==> src/rtl/uart_wb_bridge_pkg.sv <==
// uart_wb_bridge_pkg
// Shared constants for the UART-to-Wishbone bridge: FSM state encodings,
// command/response byte values and a byte-count helper.
// No ports (package).
package uart_wb_bridge_pkg;

    // Command bytes accepted in IDLE
    localparam logic [7:0] CMD_WR = 8'h57;  // 'W'
    localparam logic [7:0] CMD_RD = 8'h52;  // 'R'

    // Response bytes
    localparam logic [7:0] RSP_OK = 8'h4B;  // 'K'
    localparam logic [7:0] RSP_TO = 8'h54;  // 'T'

    // FSM state encodings (legacy-compatible constants)
    localparam logic [2:0] ST_IDLE      = 3'd0;
    localparam logic [2:0] ST_GET_ADDR  = 3'd1;
    localparam logic [2:0] ST_GET_DATA  = 3'd2;
    localparam logic [2:0] ST_WB_REQ    = 3'd3;
    localparam logic [2:0] ST_WB_WAIT   = 3'd4;
    localparam logic [2:0] ST_SEND_RESP = 3'd5;

    // Number of whole bytes needed to carry 'bits' bits
    function automatic int unsigned bytes_for_bits(input int unsigned bits);
        return (bits + 32'd7) / 32'd8;
    endfunction

endpackage

==> src/rtl/uart_wb_bridge_if.sv <==
// uart_wb_bridge_if
// Bundles the UART AXI-stream byte ports and the pipelined Wishbone master
// port of the bridge. Signal names keep the original port names.
//   modport master : the bridge side (drives o_*, samples i_*)
//   modport slave  : the environment side (UART + Wishbone slave)
// Signals:
//   i_rx_data/i_rx_valid/o_rx_ready   received byte stream
//   o_tx_data/o_tx_valid/i_tx_ready   response byte stream
//   o_wb_cyc/stb/we/addr/data/sel     Wishbone request
//   i_wb_stall/i_wb_ack/i_wb_data     Wishbone response
interface uart_wb_bridge_if #(
    parameter int unsigned WB_ADDR_BITS = 32,
    parameter int unsigned WB_DATA_BITS = 32,
    parameter int unsigned WB_SEL_BITS  = WB_DATA_BITS / 8
);
    logic [7:0]              i_rx_data;
    logic                    i_rx_valid;
    logic                    o_rx_ready;
    logic [7:0]              o_tx_data;
    logic                    o_tx_valid;
    logic                    i_tx_ready;
    logic                    o_wb_cyc;
    logic                    o_wb_stb;
    logic                    o_wb_we;
    logic [WB_ADDR_BITS-1:0] o_wb_addr;
    logic [WB_DATA_BITS-1:0] o_wb_data;
    logic [WB_SEL_BITS-1:0]  o_wb_sel;
    logic                    i_wb_stall;
    logic                    i_wb_ack;
    logic [WB_DATA_BITS-1:0] i_wb_data;

    modport master (
        input  i_rx_data, i_rx_valid, i_tx_ready, i_wb_stall, i_wb_ack, i_wb_data,
        output o_rx_ready, o_tx_data, o_tx_valid,
               o_wb_cyc, o_wb_stb, o_wb_we, o_wb_addr, o_wb_data, o_wb_sel
    );

    modport slave (
        output i_rx_data, i_rx_valid, i_tx_ready, i_wb_stall, i_wb_ack, i_wb_data,
        input  o_rx_ready, o_tx_data, o_tx_valid,
               o_wb_cyc, o_wb_stb, o_wb_we, o_wb_addr, o_wb_data, o_wb_sel
    );

endinterface

==> src/rtl/uart_wb_bridge_tx_serializer.sv <==
// uart_wb_tx_serializer
// Loads a DATA_BITS word plus a byte count and emits the top count_i bytes
// MSB first on a valid/ready byte stream.
// Ports:
//   clk_i    clock
//   rst_ni   synchronous active-low reset
//   load_i   load word_i/count_i (only issued while idle)
//   word_i   word to send, first byte in the top 8 bits
//   count_i  number of bytes to send
//   ready_i  downstream accepts data_o
//   data_o   current byte
//   valid_o  data_o is valid
//   done_o   pulses on the handshake of the last byte
module uart_wb_tx_serializer #(
    parameter int unsigned DATA_BITS = 32,
    parameter int unsigned CNT_W     = 3
) (
    input  logic                 clk_i,
    input  logic                 rst_ni,
    input  logic                 load_i,
    input  logic [DATA_BITS-1:0] word_i,
    input  logic [CNT_W-1:0]     count_i,
    input  logic                 ready_i,
    output logic [7:0]           data_o,
    output logic                 valid_o,
    output logic                 done_o
);
    logic [DATA_BITS-1:0] word_q, word_d;
    logic [CNT_W-1:0]     cnt_q, cnt_d;
    logic                 valid_q, valid_d;

    always_comb begin
        word_d  = word_q;
        cnt_d   = cnt_q;
        valid_d = valid_q;
        if (load_i) begin
            word_d  = word_i;
            cnt_d   = count_i;
            valid_d = (count_i != '0);
        end else if (valid_q && ready_i) begin
            cnt_d = cnt_q - CNT_W'(1);
            if (cnt_q == CNT_W'(1)) begin
                valid_d = 1'b0;
            end else begin
                word_d = word_q << 8;
            end
        end
    end

    always_ff @(posedge clk_i) begin
        if (!rst_ni) begin
            word_q  <= '0;
            cnt_q   <= '0;
            valid_q <= 1'b0;
        end else begin
            word_q  <= word_d;
            cnt_q   <= cnt_d;
            valid_q <= valid_d;
        end
    end

    assign data_o  = word_q[DATA_BITS-1 -: 8];
    assign valid_o = valid_q;
    assign done_o  = valid_q && ready_i && (cnt_q == CNT_W'(1));

endmodule

==> src/rtl/uart_wb_bridge.sv <==
// uart_wb_bridge
// Byte-stream to pipelined Wishbone master bridge. Frames:
//   'W' addr[MSB..LSB] data[MSB..LSB]  -> Wishbone write, responds 'K'
//   'R' addr[MSB..LSB]                 -> Wishbone read, responds data MSB first
// Other bytes seen in IDLE are consumed and dropped.
// Optional macro UART_WB_TIMEOUT_EN: abort a bus cycle TIMEOUT_CYCLES after
// stb issue, respond 'T' and return to IDLE.
// Ports:
//   i_controller_clk  sole clock
//   i_rst_n           synchronous active-low reset
//   bus               uart_wb_bridge_if.master (UART streams + Wishbone)
//   o_busy            high in any state but IDLE
module uart_wb_bridge
    import uart_wb_bridge_pkg::*;
#(
    parameter int unsigned WB_ADDR_BITS   = 32,
    parameter int unsigned WB_DATA_BITS   = 32,
    parameter int unsigned WB_SEL_BITS    = WB_DATA_BITS / 8,
    parameter int unsigned TIMEOUT_CYCLES = 1024
) (
    input  logic               i_controller_clk,
    input  logic               i_rst_n,
    uart_wb_bridge_if.master   bus,
    output logic               o_busy
);
    localparam int unsigned ADDR_BYTES = bytes_for_bits(WB_ADDR_BITS);
    localparam int unsigned DATA_BYTES = WB_DATA_BITS / 8;
    localparam int unsigned ASH_W      = ADDR_BYTES * 8;
    localparam int unsigned MAX_BYTES  = (ADDR_BYTES > DATA_BYTES) ? ADDR_BYTES : DATA_BYTES;
    localparam int unsigned CNT_W      = $clog2(MAX_BYTES + 1);

    logic [2:0]              state_q, state_d;
    logic [CNT_W-1:0]        cnt_q, cnt_d;
    logic                    we_q, we_d;
    logic [ASH_W-1:0]        addr_q, addr_d;
    logic [WB_DATA_BITS-1:0] wdata_q, wdata_d;
    logic                    cyc_q, cyc_d;
    logic                    stb_q, stb_d;

    logic                    rx_fire;
    logic                    ack_done;
    logic                    ser_load;
    logic [WB_DATA_BITS-1:0] ser_word;
    logic [CNT_W-1:0]        ser_count;
    logic                    ser_done;

    assign bus.o_rx_ready = (state_q == ST_IDLE) || (state_q == ST_GET_ADDR) ||
                            (state_q == ST_GET_DATA);
    assign rx_fire        = bus.i_rx_valid && bus.o_rx_ready;

`ifdef UART_WB_TIMEOUT_EN
    localparam int unsigned TO_W = $clog2(TIMEOUT_CYCLES) + 1;

    logic [TO_W-1:0] to_cnt_q, to_cnt_d;
    logic            in_bus;

    assign in_bus   = (state_q == ST_WB_REQ) || (state_q == ST_WB_WAIT);
    // Zero outside the bus phase, so it starts at 0 on the stb issue cycle.
    assign to_cnt_d = in_bus ? to_cnt_q + TO_W'(1) : '0;

    always_ff @(posedge i_controller_clk) begin
        if (!i_rst_n) begin
            to_cnt_q <= '0;
        end else begin
            to_cnt_q <= to_cnt_d;
        end
    end
`else
    logic unused_timeout_cfg;
    assign unused_timeout_cfg = (TIMEOUT_CYCLES != 0);
`endif

    always_comb begin
        state_d   = state_q;
        cnt_d     = cnt_q;
        we_d      = we_q;
        addr_d    = addr_q;
        wdata_d   = wdata_q;
        cyc_d     = cyc_q;
        stb_d     = stb_q;
        ack_done  = 1'b0;
        ser_load  = 1'b0;
        ser_word  = '0;
        ser_count = '0;

        case (state_q)
            ST_IDLE: begin
                if (rx_fire) begin
                    if (bus.i_rx_data == CMD_WR || bus.i_rx_data == CMD_RD) begin
                        we_d    = (bus.i_rx_data == CMD_WR);
                        cnt_d   = '0;
                        state_d = ST_GET_ADDR;
                    end
                end
            end
            ST_GET_ADDR: begin
                if (rx_fire) begin
                    addr_d = (addr_q << 8) | ASH_W'(bus.i_rx_data);
                    if (cnt_q == CNT_W'(ADDR_BYTES - 1)) begin
                        cnt_d = '0;
                        if (we_q) begin
                            state_d = ST_GET_DATA;
                        end else begin
                            state_d = ST_WB_REQ;
                            cyc_d   = 1'b1;
                            stb_d   = 1'b1;
                        end
                    end else begin
                        cnt_d = cnt_q + CNT_W'(1);
                    end
                end
            end
            ST_GET_DATA: begin
                if (rx_fire) begin
                    wdata_d = (wdata_q << 8) | WB_DATA_BITS'(bus.i_rx_data);
                    if (cnt_q == CNT_W'(DATA_BYTES - 1)) begin
                        cnt_d   = '0;
                        state_d = ST_WB_REQ;
                        cyc_d   = 1'b1;
                        stb_d   = 1'b1;
                    end else begin
                        cnt_d = cnt_q + CNT_W'(1);
                    end
                end
            end
            ST_WB_REQ: begin
                if (!bus.i_wb_stall) begin
                    stb_d = 1'b0;
                    // An ack on the acceptance cycle completes the transfer directly.
                    if (bus.i_wb_ack) begin
                        ack_done = 1'b1;
                    end else begin
                        state_d = ST_WB_WAIT;
                    end
                end
            end
            ST_WB_WAIT: begin
                if (bus.i_wb_ack) begin
                    ack_done = 1'b1;
                end
            end
            ST_SEND_RESP: begin
                if (ser_done) begin
                    state_d = ST_IDLE;
                end
            end
            default: begin
                state_d = ST_IDLE;
                cyc_d   = 1'b0;
                stb_d   = 1'b0;
            end
        endcase

        if (ack_done) begin
            cyc_d    = 1'b0;
            state_d  = ST_SEND_RESP;
            ser_load = 1'b1;
            if (we_q) begin
                ser_word  = WB_DATA_BITS'(RSP_OK) << (WB_DATA_BITS - 8);
                ser_count = CNT_W'(1);
            end else begin
                ser_word  = bus.i_wb_data;
                ser_count = CNT_W'(DATA_BYTES);
            end
        end

`ifdef UART_WB_TIMEOUT_EN
        // An ack on the expiry cycle still wins over the abort.
        if (in_bus && !ack_done && to_cnt_q == TO_W'(TIMEOUT_CYCLES - 1)) begin
            cyc_d     = 1'b0;
            stb_d     = 1'b0;
            state_d   = ST_SEND_RESP;
            ser_load  = 1'b1;
            ser_word  = WB_DATA_BITS'(RSP_TO) << (WB_DATA_BITS - 8);
            ser_count = CNT_W'(1);
        end
`endif
    end

    always_ff @(posedge i_controller_clk) begin
        if (!i_rst_n) begin
            state_q <= ST_IDLE;
            cnt_q   <= '0;
            we_q    <= 1'b0;
            addr_q  <= '0;
            wdata_q <= '0;
            cyc_q   <= 1'b0;
            stb_q   <= 1'b0;
        end else begin
            state_q <= state_d;
            cnt_q   <= cnt_d;
            we_q    <= we_d;
            addr_q  <= addr_d;
            wdata_q <= wdata_d;
            cyc_q   <= cyc_d;
            stb_q   <= stb_d;
        end
    end

    uart_wb_tx_serializer #(
        .DATA_BITS (WB_DATA_BITS),
        .CNT_W     (CNT_W)
    ) u_tx_ser (
        .clk_i   (i_controller_clk),
        .rst_ni  (i_rst_n),
        .load_i  (ser_load),
        .word_i  (ser_word),
        .count_i (ser_count),
        .ready_i (bus.i_tx_ready),
        .data_o  (bus.o_tx_data),
        .valid_o (bus.o_tx_valid),
        .done_o  (ser_done)
    );

    assign bus.o_wb_cyc  = cyc_q;
    assign bus.o_wb_stb  = stb_q;
    assign bus.o_wb_we   = we_q;
    assign bus.o_wb_addr = addr_q[WB_ADDR_BITS-1:0];
    assign bus.o_wb_data = wdata_q;
    assign bus.o_wb_sel  = '1;
    assign o_busy        = (state_q != ST_IDLE);

endmodule

==> src/flat_wrapper.sv <==
// flat-port wrapper written by rule: the top's interface ports become plain ports
module uart_wb_bridge_flat import uart_wb_bridge_pkg::*;
#(
    parameter int unsigned WB_ADDR_BITS   = 32,
    parameter int unsigned WB_DATA_BITS   = 32,
    parameter int unsigned WB_SEL_BITS    = WB_DATA_BITS / 8,
    parameter int unsigned TIMEOUT_CYCLES = 1024
)
  (i_controller_clk, i_rst_n, o_busy, bus_i_rx_data, bus_i_rx_valid, bus_i_tx_ready, bus_i_wb_stall, bus_i_wb_ack, bus_i_wb_data, bus_o_rx_ready, bus_o_tx_data, bus_o_tx_valid, bus_o_wb_cyc, bus_o_wb_stb, bus_o_wb_we, bus_o_wb_addr, bus_o_wb_data, bus_o_wb_sel);
  uart_wb_bridge_if #(.WB_ADDR_BITS(WB_ADDR_BITS), .WB_DATA_BITS(WB_DATA_BITS), .WB_SEL_BITS(WB_SEL_BITS)) bus_i ();
  input  logic i_controller_clk;
  input  logic i_rst_n;
  output logic o_busy;
  input wire logic [$bits(bus_i.i_rx_data)-1:0] bus_i_rx_data;
  input wire logic [$bits(bus_i.i_rx_valid)-1:0] bus_i_rx_valid;
  input wire logic [$bits(bus_i.i_tx_ready)-1:0] bus_i_tx_ready;
  input wire logic [$bits(bus_i.i_wb_stall)-1:0] bus_i_wb_stall;
  input wire logic [$bits(bus_i.i_wb_ack)-1:0] bus_i_wb_ack;
  input wire logic [$bits(bus_i.i_wb_data)-1:0] bus_i_wb_data;
  output wire logic [$bits(bus_i.o_rx_ready)-1:0] bus_o_rx_ready;
  output wire logic [$bits(bus_i.o_tx_data)-1:0] bus_o_tx_data;
  output wire logic [$bits(bus_i.o_tx_valid)-1:0] bus_o_tx_valid;
  output wire logic [$bits(bus_i.o_wb_cyc)-1:0] bus_o_wb_cyc;
  output wire logic [$bits(bus_i.o_wb_stb)-1:0] bus_o_wb_stb;
  output wire logic [$bits(bus_i.o_wb_we)-1:0] bus_o_wb_we;
  output wire logic [$bits(bus_i.o_wb_addr)-1:0] bus_o_wb_addr;
  output wire logic [$bits(bus_i.o_wb_data)-1:0] bus_o_wb_data;
  output wire logic [$bits(bus_i.o_wb_sel)-1:0] bus_o_wb_sel;
  assign bus_i.i_rx_data = bus_i_rx_data;
  assign bus_i.i_rx_valid = bus_i_rx_valid;
  assign bus_i.i_tx_ready = bus_i_tx_ready;
  assign bus_i.i_wb_stall = bus_i_wb_stall;
  assign bus_i.i_wb_ack = bus_i_wb_ack;
  assign bus_i.i_wb_data = bus_i_wb_data;
  assign bus_o_rx_ready = bus_i.o_rx_ready;
  assign bus_o_tx_data = bus_i.o_tx_data;
  assign bus_o_tx_valid = bus_i.o_tx_valid;
  assign bus_o_wb_cyc = bus_i.o_wb_cyc;
  assign bus_o_wb_stb = bus_i.o_wb_stb;
  assign bus_o_wb_we = bus_i.o_wb_we;
  assign bus_o_wb_addr = bus_i.o_wb_addr;
  assign bus_o_wb_data = bus_i.o_wb_data;
  assign bus_o_wb_sel = bus_i.o_wb_sel;
  uart_wb_bridge #(.WB_ADDR_BITS(WB_ADDR_BITS), .WB_DATA_BITS(WB_DATA_BITS), .WB_SEL_BITS(WB_SEL_BITS), .TIMEOUT_CYCLES(TIMEOUT_CYCLES)) u_core (.i_controller_clk(i_controller_clk), .i_rst_n(i_rst_n), .bus(bus_i), .o_busy(o_busy));
endmodule
==> config.mk <==
export PLATFORM = sky130hd
export DESIGN_NAME = uart_wb_bridge_flat
export DESIGN_NICKNAME = d
export VERILOG_FILES = /design/src/rtl/uart_wb_bridge_pkg.sv /design/src/rtl/uart_wb_bridge_if.sv /design/src/rtl/uart_wb_bridge_tx_serializer.sv /design/src/rtl/uart_wb_bridge.sv /design/src/flat_wrapper.sv
export SDC_FILE = /design/constraint.sdc
export NUM_CORES = 1
export LEC_CHECK = 0
export CAP_MARGIN = 10
export CORE_MARGIN = 10
export CORE_UTILIZATION = 39
export CTS_CLUSTER_SIZE = 20
export DETAILED_ROUTE_END_ITERATION = 6
export PLACE_DENSITY = 0.76
export SLEW_MARGIN = 20
export SYNTH_ARGS = -nofsm -noshare
export SYNTH_HDL_FRONTEND = slang
export SYNTH_SLANG_ARGS = --single-unit
==> constraint.sdc <==
create_clock -name i_controller_clk -period 3.9 [get_ports i_controller_clk]
set_input_delay 0.78 -clock i_controller_clk [delete_from_list [all_inputs] [get_ports i_controller_clk]]
set_output_delay 0.78 -clock i_controller_clk [all_outputs]
set_load 0.02 [all_outputs]
; Word level (Yosys, flattened, before mapping)
; Cells that the tools add are included.
[word_totals]
register_bits = 109
in_bits = 46
out_inout_bits = 82
wordCells = 117
[op_classes]
addsub = 2
n_eq_ne = 31
mux = 41
n_bitwise = 6
reduce_logical = 26
[ops]
columns = cell, count
row1 = 32-bit 2-to-1 mux, 5
row2 = 32-bit by 8-bit bitwise OR with 32-bit output, 2
row3 = 3-bit 2-to-1 mux, 18
row4 = 10-bit AND reduction, 2
row5 = 3-bit one-hot mux with 6 select lines, 1
row6 = "8-bit by 7-bit equality test with 1-bit output, second input constant", 2
row7 = "3-bit by 2-bit inequality test with 1-bit output, second input constant", 5
row8 = "2-bit by 1-bit inequality test with 1-bit output, second input constant", 7
row9 = 1-bit 2-to-1 mux, 13
row10 = "2-bit inequality test, second input constant", 6
row11 = "3-bit by 1-bit inequality test with 1-bit output, second input constant", 4
row12 = "3-bit by 2-bit equality test with 1-bit output, second input constant", 3
row13 = 2-bit AND reduction, 4
row14 = 7-bit AND reduction, 1
row15 = "3-bit by 1-bit equality test with 1-bit output, second input constant", 2
row16 = "3-bit equality test, second input constant", 2
row17 = 3-bit one-hot mux with 2 select lines, 1
row18 = 6-bit AND reduction, 1
row19 = 2-bit nonzero test, 3
row20 = 3-bit nonzero test, 2
row21 = 1-bit NOT, 4
row22 = 1-bit one-hot mux with 4 select lines, 1
row23 = 4-bit AND reduction, 1
row24 = 2-bit OR reduction, 2
row25 = 10 further kinds, 14

; Longest topological paths before layout
[logic_depth]
ltp_word = 7
depth_mapped = 8
ltp_nobuf = 6

; Cells and area by module
; Synthesis repeated with hierarchy kept, for this count alone.
[unflattened]
cells_unflattened = 614
hier_area_um2 = 5186.2
[modules_own_cells]
columns = mod, instances, cells_per_inst, area_each_um2, seq_area_each_um2
row1 = uart_wb_bridge, 1, 408, 3314.4, 1461.4
row2 = uart_wb_tx_serializer, 1, 206, 1871.8, 720.7

; Least setup slack after synthesis
; No wires, ideal clock.
[synth_timing]
kind = in2reg
startpoint = input port bus_i_rx_data[5]
endpoint = register u_core.state_q[0]
setup_ns = 0.086
arrival_time_ns = 1.779
t_required_ns = 3.814
slack_ns = 2.034
path_stages = 4
path_buffers = 0
path_cell_list = and4bb_2 > nand3_1 > a2111o_1 > a221oi_2
[synth_via]
elab_chain_cells = 4
elab_cells_between_ends = 5
classes_between = eq/ne (3) / reduce/logical (2)
[synth_rtl]
columns = element, line
row1 = start: declaration, flat_wrapper.sv:14  ; input wire logic [$bits(bus_i.i_rx_data)-1:0] bus_i_rx_data;
row2 = 8-bit by 7-bit equality test with 1-bit output, uart_wb_bridge.sv:89  ; if (bus.i_rx_data == CMD_WR || bus.i_rx_data == CMD_RD) begin
row3 = 1-bit logical OR *, uart_wb_bridge.sv:89
row4 = 3-bit by 2-bit inequality test with 1-bit output (no line) *, -
row5 = 10-bit AND reduction (no line) *, -
row6 = end signal: assignment, uart_wb_bridge.sv:190  ; state_q <= state_d;
row7 = end: declaration, uart_wb_bridge.sv:32  ; logic [2:0] state_q, state_d;
; Mark *: on every way between the ends. The rest lies on a longest branch, timed or not.
; A chain may end at the register's enable or synchronous reset.

; Worst setup path after layout
[layout_timing]
startpoint = register u_core.state_q[1]
endpoint = output port o_busy
[layout_via]
elab_chain_cells = 1
[layout_rtl]
columns = element, line
row1 = 3-bit nonzero test, uart_wb_bridge.sv:221  ; assign o_busy = (state_q != ST_IDLE);
row2 = end: declaration, flat_wrapper.sv:13  ; output logic o_busy;
; Every way passes these cells.

==> flow_summary.ini <==
[sta]
max-slew-margin-rel_pct = 30.6
fin_crit_ps = 2750
max_freq_mhz = 364
fin_worst_skew_ps = 6.56
final_max_slew_viol_count = 0
grt_setup_unrepaired = no
finalSetupTns_ps = 0
hold_viol = 0
finalCritPeriodShare_pct = 70.5
worst_slew_pin_slew_ps = 1040
setup_violations = 0

[worst_setup_path]
cp-end-kind = primary output
slowest_delay_ps = 720
startpoint_type = register
crit_type = reg -> out
critPathRequiredTime_ps = 3120
path_cells = nor3_1 > inv_1 > clkdlybuf4s50_1
r2r-start = u_core.state_q[1]
crit_family = flip-flops
path_buf_inv = 2
cp-startpoint = u_core.state_q[1]
cp.arrival_ps = 1970
path_max_fanout = 20
slowest_stage = dfxtp_1

[synth]
synth.area.top_cells = dfxtp_1, nand2_1, a21oi_1, a311oi_1, buf_4
synth.distinct_cells = 44
synth_seq_cells = 109
synthFlopType = dfxtp_1
synth_area_leader_cell = dfxtp_1
async_flop_share_pct = 0
ys_seq_area_share_pct = 47.3
syn_area_mm2 = 0.00462
synthTopCellsByCount = nand2_1, dfxtp_1, a21oi_1, clkbuf_1, a311oi_1
syn_area_per_cell_um2 = 7.87
synth_top_area_share_pct = 47.3
synth_most_common_cell = nand2_1
synth_edf_count = 0
yosysWarnings = 0
syn_inst = 587

[global_route]
grt_pass1_wl_um = 20200
grt_pass1_vias = 3978
globalRouteOverflowTotal = 0
grt_max_degree = 62
grt_util_all_layers_pct = 14.6
antenna_found_initial = 0

[detailed_routing]
vias = 4309
drc = 0
drt-initial-drc-count = 516
wire_per_inst_um = 15.3
drt-total-wl_um = 12500
vias_per_cell = 5.27
ant_nets = 0
dr.pass1.iters = 5

[cts]
htree_levels = 3
clock_latency_ps = 340
postCtsHoldBufs = 0
cts_sinks = 109
cts.path.max_buffers = 2
clk_pin_slew_ps = 70
cts-root-buf = clkbuf_16
cts_setup_buffers = 0
tritoncts = done
cts.repair.resized = 0
cts_inserted_buffers = 9

[pwr]
p_leak_nw = 1.96
irDropWorstVdd_mv = 0.171
p_total_mw = 2.16
power_density_mw_per_mm2 = 353

[final_layout]
nFillCells = 1076
area_growth_pct = 32.4
regArea_mm2 = 0.00218
drive_gt1_share_pct = 5.19
multi_input_area_mm2 = 0.00210
n_antenna_cell = 0
layout.nets = 718

[floorplanning]
fp-row-count = 39
ios = 128
die_h_um = 129
dieArea_mm2 = 0.0166
core_area_mm2 = 0.0115
die_w_um = 129
initial_core_util_pct = 40.1

[place]
portBuffers = 123
place_hpwl_um = 8950
gp_congestion = 0.854

[flow_run]
maxCapViolations = 0

[hold_path]
hp-start = u_core.cnt_q[2]
min_path_type = reg -> reg

[outcome]
status = completed
[worst paths after layout]
check | end | slack [ps] | cells past startpoint
worst max-delay path | o_busy | 1150 | 3
worst min-delay path | u_core.cnt_q[2] | 440 | 2
worst max register to register | u_core.u_tx_ser.word_q[20] | 1700 | 5
worst min register to register | u_core.cnt_q[2] | 440 | 2
[tightest hold or removal path, delay by kind of cell, from the launching register on]
kind	cells	cell delay (ps)
and+or+nand+nor	1	50
DFF	1	310
AOI/OAI and AO/OA	1	40
[kinds of logic (layout without fill, tap and decap cells)]
logic type | count (synthesis) | in the layout | share of synthesized area [%]
buf+inv | 70 | 154 | 7.72
fa+ha+maj | 3 | 3 | 0.813
mux | 4 | 4 | 0.894
xor+xnor | 4 | 4 | 0.759
compound gates | 144 | 144 | 19.0
simple gates | 252 | 252 | 23.4
flops | 109 | 109 | 47.3
other cells | 1 | 4 | 0.0812
[registers in the layout, indices dropped and copies added (netlist names)]
name                     cells
u_core.u_tx_ser.cnt_q        3
u_core.u_tx_ser.valid_o      1
u_core.bus.o_wb_data        32
u_core.bus.o_wb_we           1
u_core.bus.o_wb_addr        32
u_core.bus.o_wb_stb          1
u_core.bus.o_wb_cyc          1
u_core.state_q               3
u_core.u_tx_ser.word_q      32
u_core.cnt_q                 3
[layout make-up]
class | count | area share (%)
clock inverters | 5 | 1.08
well taps | 143 | 2.93
inverters | 7 | 0.450
multi-input cells | 411 | 34.4
clock buffers | 11 | 3.97
flip-flops and latches | 109 | 35.7
repair buffers | 131 | 21.5
[per-stage QoR]
step | cell area, µm² | util, % | instances | worst slack, ps | hold slack, ps
2_1_floorplan | 4630 | - | 590 | 2030 | 412
3_3_place_gp | 5810 | 50.4 | 801 | 1090 | 420
3_5_place_dp | 5810 | 50.4 | 801 | 996 | 440
4_1_cts | 6110 | 53.1 | 817 | 1140 | 450
5_1_grt | 6110 | 53.1 | 817 | 1050 | 468
6_report | 6110 | 53.1 | 817 | 1150 | 443
[layout by cell type (no fill, tap or decap), types with 2 or more instances in the layout]
cell	Yosys	layout
nand2_1	190	190
clkdlybuf4s50_1	0	123
dfxtp_1	109	109
a21oi_1	101	101
a311oi_1	23	23
nand3_1	21	21
nor3_1	9	9
clkbuf_16	0	9
nor2b_1	8	7
inv_1	7	6
nor2_1	6	6
buf_4	16	6
nand2b_1	4	4
conb_1	1	4
xnor2_1	3	3
o21ai_0	3	3
mux2i_1	3	3
ha_1	3	3
nor3b_1	2	2
and2_1	2	2
a221oi_1	2	2
a211oi_1	2	2
or2_2	2	2
nand3b_1	2	2
a311oi_2	2	2
and3_1	2	2
o211ai_1	2	2
inv_6	0	2
buf_12	0	2
[where the power goes]
part           switching [mW]  total [mW]  leakage, nW  internal (mW)
Sequential           0.000949        1.11        0.877           1.11
Combinational          0.0439      0.0921        0.929         0.0482
Clock                   0.426       0.952        0.149          0.526
[metal layers]
| layer | up-vias | GRT usage [%] | wire, µm |
|---|---|---|---|
| li1 | 2130 | - | - |
| met1 | 2025 | 18.6 | 5570 |
| met2 | 144 | 23.2 | 5780 |
| met3 | 10 | 5.09 | 1060 |
| met4 | 0 | 3.81 | 121 |
| met5 | - | 0 | 0 |
(Power assumes the default switching activity.)
